## config.mk

```make
export PLATFORM = sky130hd
export DESIGN_NAME = up_sampler
export DESIGN_NICKNAME = d
export VERILOG_FILES = /design/src/rtl/up_sampler.sv
export SDC_FILE = /design/constraint.sdc
export NUM_CORES = 2
export LEC_CHECK = 0
export BUFFER_PORTS_ARGS = -buffer_cell sky130_fd_sc_hd__buf_2
export CORE_MARGIN = 4
export CORE_UTILIZATION = 48
export CTS_CLUSTER_DIAMETER = 40
export DETAILED_ROUTE_END_ITERATION = 6
export GPL_ROUTABILITY_DRIVEN = 0
export PLACE_DENSITY = 0.74
export RECOVER_POWER = 50
export SETUP_SLACK_MARGIN = 0.02
export SLEW_MARGIN = 10
export SYNTH_ARGS = -nofsm -noshare
export SYNTH_HDL_FRONTEND = slang
export SYNTH_SLANG_ARGS = --single-unit
```

## constraint.sdc

```tcl
create_clock -name clk -period 2.95 [get_ports clk]
set_input_delay 0.4425 -clock clk [delete_from_list [all_inputs] [get_ports clk]]
set_output_delay 0.4425 -clock clk [all_outputs]
set_load 0.02 [all_outputs]
```

## src/rtl/up_sampler.sv

```systemverilog
// 2x nearest-neighbour up-sampler draining a standard (non-FWFT) FIFO.
// Row copy A comes from the FIFO, copy B is replayed from a line buffer.
module up_sampler #(
  parameter int IMG_WIDTH  = 320,
  parameter int IMG_HEIGHT = 240
) (
  input  logic       clk,
  input  logic       rst,
  input  logic       fifo_empty,
  input  logic       fifo_valid,
  input  logic [7:0] fifo_dout,
  output logic       fifo_rd_en,
  output logic       out_valid,
  input  logic       out_ready,
  output logic [7:0] out_data,
  output logic       out_eol,
  output logic       out_eof
);

  localparam int CW = (IMG_WIDTH > 1) ? $clog2(IMG_WIDTH) : 1;
  localparam int RW = (IMG_HEIGHT > 1) ? $clog2(IMG_HEIGHT) : 1;
  localparam int NW = $clog2(IMG_WIDTH + 1);

  localparam logic [CW-1:0] COL_LAST = CW'(IMG_WIDTH - 1);
  localparam logic [RW-1:0] ROW_LAST = RW'(IMG_HEIGHT - 1);
  localparam logic [NW-1:0] RD_MAX   = NW'(IMG_WIDTH);

  typedef enum logic {
    ROW_A = 1'b0,
    ROW_B = 1'b1
  } state_t;

  state_t        state_q, state_d;
  logic [CW-1:0] col_q, col_d;
  logic [CW-1:0] wr_col_q, wr_col_d;
  logic [RW-1:0] row_q, row_d;
  logic          phase_q, phase_d;
  logic          hold_valid_q, hold_valid_d;
  logic [7:0]    hold_pix_q, hold_pix_d;
  logic          rd_pending_q, rd_pending_d;
  logic [NW-1:0] rd_cnt_q, rd_cnt_d;

  logic [7:0] linebuf [IMG_WIDTH];

  logic       vld;
  logic [7:0] pix;
  logic       accept;
  logic       last_pix;
  logic       load;
  logic       rows_issued_ok;
  logic       rd_en;

  // Output view of the current pixel and handshake qualifiers.
  always_comb begin
    vld = 1'b0;
    pix = 8'd0;
    unique case (state_q)
      ROW_A: begin
        vld = hold_valid_q;
        pix = hold_pix_q;
      end
      ROW_B: begin
        vld = 1'b1;
        pix = linebuf[col_q];
      end
      default: begin
        vld = 1'b0;
        pix = 8'd0;
      end
    endcase
    accept         = vld & out_ready;
    last_pix       = phase_q & (col_q == COL_LAST);
    load           = fifo_valid & rd_pending_q;
    rows_issued_ok = (rd_cnt_q != RD_MAX);
    rd_en = (state_q == ROW_A) & !fifo_empty
          & !rd_pending_q & rows_issued_ok
          & (!hold_valid_q | (phase_q & accept));
  end

  // Ports are forced quiet while reset is held.
  always_comb begin
    fifo_rd_en = rd_en & !rst;
    out_valid  = vld & !rst;
    out_data   = rst ? 8'd0 : pix;
    out_eol    = vld & last_pix & !rst;
    out_eof    = vld & last_pix & !rst
               & (state_q == ROW_B)
               & (row_q == ROW_LAST);
  end

  // Next-state: read tracking, pixel hold, phase/col/row stepping.
  always_comb begin
    state_d      = state_q;
    col_d        = col_q;
    wr_col_d     = wr_col_q;
    row_d        = row_q;
    phase_d      = phase_q;
    hold_valid_d = hold_valid_q;
    hold_pix_d   = hold_pix_q;
    rd_pending_d = rd_pending_q;
    rd_cnt_d     = rd_cnt_q;

    if (rd_en) begin
      rd_pending_d = 1'b1;
      rd_cnt_d     = rd_cnt_q + NW'(1);
    end
    if (load) begin
      rd_pending_d = 1'b0;
    end

    if (accept) begin
      phase_d = ~phase_q;
      if (phase_q) begin
        col_d = (col_q == COL_LAST) ? '0 : col_q + CW'(1);
        if (state_q == ROW_A) begin
          hold_valid_d = 1'b0;
        end
      end
      if (last_pix) begin
        if (state_q == ROW_A) begin
          state_d = ROW_B;
        end else begin
          state_d  = ROW_A;
          rd_cnt_d = '0;
          row_d    = (row_q == ROW_LAST) ? '0 : row_q + RW'(1);
        end
      end
    end

    // A fresh pixel wins over a same-cycle release of the old one.
    if (load) begin
      hold_pix_d   = fifo_dout;
      hold_valid_d = 1'b1;
      wr_col_d     = (wr_col_q == COL_LAST) ? '0 : wr_col_q + CW'(1);
    end
  end

  // State registers with synchronous reset.
  always_ff @(posedge clk) begin
    if (rst) begin
      state_q      <= ROW_A;
      col_q        <= '0;
      wr_col_q     <= '0;
      row_q        <= '0;
      phase_q      <= 1'b0;
      hold_valid_q <= 1'b0;
      hold_pix_q   <= 8'd0;
      rd_pending_q <= 1'b0;
      rd_cnt_q     <= '0;
    end else begin
      state_q      <= state_d;
      col_q        <= col_d;
      wr_col_q     <= wr_col_d;
      row_q        <= row_d;
      phase_q      <= phase_d;
      hold_valid_q <= hold_valid_d;
      hold_pix_q   <= hold_pix_d;
      rd_pending_q <= rd_pending_d;
      rd_cnt_q     <= rd_cnt_d;
    end
  end

  // Line buffer captures every FIFO pixel of copy A for the replay.
  always_ff @(posedge clk) begin
    if (load && !rst) begin
      linebuf[wr_col_q] <= fifo_dout;
    end
  end

endmodule

```

==> flow_summary.toml <==
[worst_setup_path]
crit_path_cell_trace = "buf_12 > buf_8 > buf_12 > buf_12 > mux4_2 > mux2i_4 > o22ai_4 > a311oi_2 > nand4_1 > buf_6 > o311ai_4 > buf_6 > a41oi_4 > buf_6"
max_stage_delay_ps = 560
r2r-end = "linebuf[298][4]"
arrival_ps = 4210
slowest_stage = "mux4_2"
reg2reg_depth = 7
crit_type = "reg -> out"
required_ps = 2510
path_max_fanout = 7
crit_path_start_kind = "flop"
cp-end-kind = "primary output"
reg2reg_from = "rd_pending_q"
r2r_slack_ps = -330

[worst_hold_path]
hold_end = "rd_cnt_q[0]"
min_from = "fifo_empty"
hp-class = "in -> reg"
holdPathStages = 8

[cells_and_area]
nets = 6133
fillers = 14196
drive_above_1_share_pct = 36.22
layout_commonest_cell = "edfxtp_1"
final_cell_mix = "2560 x edfxtp_1, 874 x buf_4, 547 x mux4_2, 390 x nor2_1, 338 x clkbuf_16"
area_delta_synth_final_pct = 23.17
final_cells = 9175

[global_routing]
grt_remaining_overflow = 0
antenna_found_initial = 8
grtUsageTotal_pct = 26.60
grt_start_max_net_pins = 107
grt_pass1_vias = 58201
grt_pass1_wl_um = 419000

[cts]
clock-sinks = 2616
cts_buffers = 329
insertion_delay_ps = 970
htreeDepth = 5
cts_root_buffer = "clkbuf_16"
cts_buffer_depth = 4
clk_pin_slew_worst_paths_ps = 60
cts_tree = "yes"

[timing]
min_period_ps = 4656
slew_violations = 595
layout_setup_ws_ps = -1706
skew_ps = 84.72
rsz0062_at_grt = "true"
worst_pin_slew_ps = 2687
setup_viol = 411
slew_headroom_pct = -79.15
post-route-period-util_pct = 157.8
final_hold_viol_count = 0
timing.fmax_mhz = 214.8

[yosys]
synth_top_cells_by_area = "edfxtp_1 76%, mux4_2 12%, mux2i_1 3.1%"
synth_top_family_by_area = "multiplexers"
synth_warnings = 0
syn_avg_cell_area_um2 = 20.37
yosysTopAreaCellShare_pct = 75.60
synthAdderAreaFrac_pct = 0.09844
yosys.area_share.simple_pct = 3.089
synth_edf_count = 2560
synth_cell_types = 64
synthMuxAreaShare_pct = 15.26
yosysTopAreaCell = "edfxtp_1"
synth_xor_area_share_pct = 0.2326
synth-compound-area-share_pct = 3.015
syn-num-nets = 5013
async_flop_share_pct = 0
ys_ff_latch = 2616
syn_inst = 4992
synth-main-ff-cell = "edfxtp_1"
syn_area_um2 = 101700
yosysSeqAreaShare_pct = 76.70

[floorplan]
die_w_um = 468.3
die_y_um = 468.3
initial_core_util_pct = 48.37
boundaryPins = 25
num_rows = 168
core_area_um2 = 210200
dieArea_um2 = 219300

[place]
dpl.hpwl_um = 178800
dp_slack_ps = -1222
io_buffers = 24
dp.cells = 8478

[routing]
dr.pass1.iters = 6
vias = 57915
drt-initial-drc-count = 9286
drt_wl_total_um = 293300
post_drt_wl_per_cell_um = 31.97
ant_nets = 0
vias_per_cell = 6.312
drc_errors = 0

[power_and_ir_drop]
pwr_density_cell_nw_per_um2 = 657.1
vdd_drop_max_mv = 0.5736
p_total_mw = 82.30
p_leak_nw = 40.01

[job]
cap_viol_max_count = 8

[run_status]
violations = "capacitance limit, slew limit, setup timing"
status = "finished, violations left"
==> cells in the mapped netlist, types with 5 or more instances <==
library cell	number
o2111ai_1	5
buf_2	107
mux4_2	547
buf_1	15
nand3_1	59
o22ai_1	27
buf_6	23
a21oi_1	100
nor2_1	395
a31oi_1	14
buf_4	39
xnor2_1	7
nor4_1	6
and3_1	14
nand2b_1	9
a211oi_1	10
xor2_1	20
and2_1	17
ha_1	8
nand2_1	128
clkbuf_1	116
a22oi_1	177
mux2i_1	312
nand4_1	22
nor3_1	24
mux2_2	7
o221ai_1	8
edfxtp_1	2560
nand3b_1	6
dfxtp_1	56
o21ai_0	23
a22o_1	19
a2111oi_0	5
nor2b_1	21
or3_1	6
a221oi_1	12
inv_1	12
==> routing by layer <==
layer | track usage [%] | vias up | wire (um) | share of wire (%)
li1 | - | 22917 | - | -
met1 | 35.32 | 29630 | 101400 | 35
met2 | 40.66 | 4491 | 136600 | 47
met3 | 7.518 | 873 | 38290 | 13
met4 | 13.26 | 4 | 16990 | 5.8
met5 | 0 | - | 26 | 0.0089
==> worst max-delay path by stage <==
| stage | slack (ps) | cells after the start | endpoint | start |
|---|---|---|---|---|
| floorplan | 6 | 10 | out_data[6] | flop |
| global placement | -1220 | 11 | out_data[3] | flop |
| detailed placement | -1220 | 11 | out_data[3] | flop |
| CTS | -1650 | 11 | out_data[1] | flop |
| global route | -1730 | 14 | out_data[6] | flop |
| finish | -1710 | 14 | out_data[6] | flop |
==> sequential cells by signal, summed over array words and instances (netlist names), named ones only <==
signal        count
linebuf        2560
rd_cnt_q          9
state_q           1
phase_q           1
col_q             9
hold_pix_q        8
wr_col_q          9
hold_valid_q      1
row_q             8
rd_pending_q      1
==> stage by stage <==
stage / TNS, ps / hold WS, ps / instance area (um^2) / utilization [%]
after floorplan: 0 / 447.6 / 101700 / -
final: -29760 / 168.2 / 125200 / 59.58
after global routing: -111380 / 203.1 / 125200 / 59.57
after detailed placement: -8592 / 466.4 / 112200 / 53.39
after CTS: -12700 / 23.62 / 125000 / 59.46
after global placement: -8401 / 459.7 / 112200 / 53.39
==> logic make-up after synthesis <==
family                   count (synthesis)
multiplexers                           866
flip-flops                            2616
buffers and inverters                  312
AO/OA/AOI/OAI                          440
AND/OR/NAND/NOR                        723
adder cells (fa/ha/maj)                  8
XOR/XNOR                                27
==> critical path: cells and delay by family, from the launching register on <==
kind	cells	cell delay (ps)
buffers and inverters	7	1090
AND/OR/NAND/NOR	1	230
multiplexers	2	800
flip-flops	1	360
AO/OA/AOI/OAI	4	760
==> repair_timing <==
action | in CTS | in global routing
setup buffers | 56 | 35
resized for setup | 194 | 76
setup endpoints to repair | 11 | 11
cloned | 9 | 4
endpoints found under the hold margin | 223 | 0
pin swaps | 33 | 38
hold buffers | 12 | 0
==> final cells by class <==
class	instances	area, um^2	area share (%)
inverter	12	45.04	0.03597
tap	2805	3510	2.802
timing repair buffer	1089	9668	7.720
multi-input combinational	2064	22950	18.33
clock buffer	362	8473	6.766
antenna	14	35.03	0.02797
sequential	2616	78030	62.30
clock inverter	213	2527	2.018
==> power breakdown <==
part / total [mW] / switching (mW) / internal, mW
sequential: 40.8 / 0.0139 / 40.8
clock: 40.6 / 16.0 / 24.5
combinational: 0.933 / 0.775 / 0.158
total: 82.3 / 16.8 / 65.5
Power figures use the tool's default switching activity.
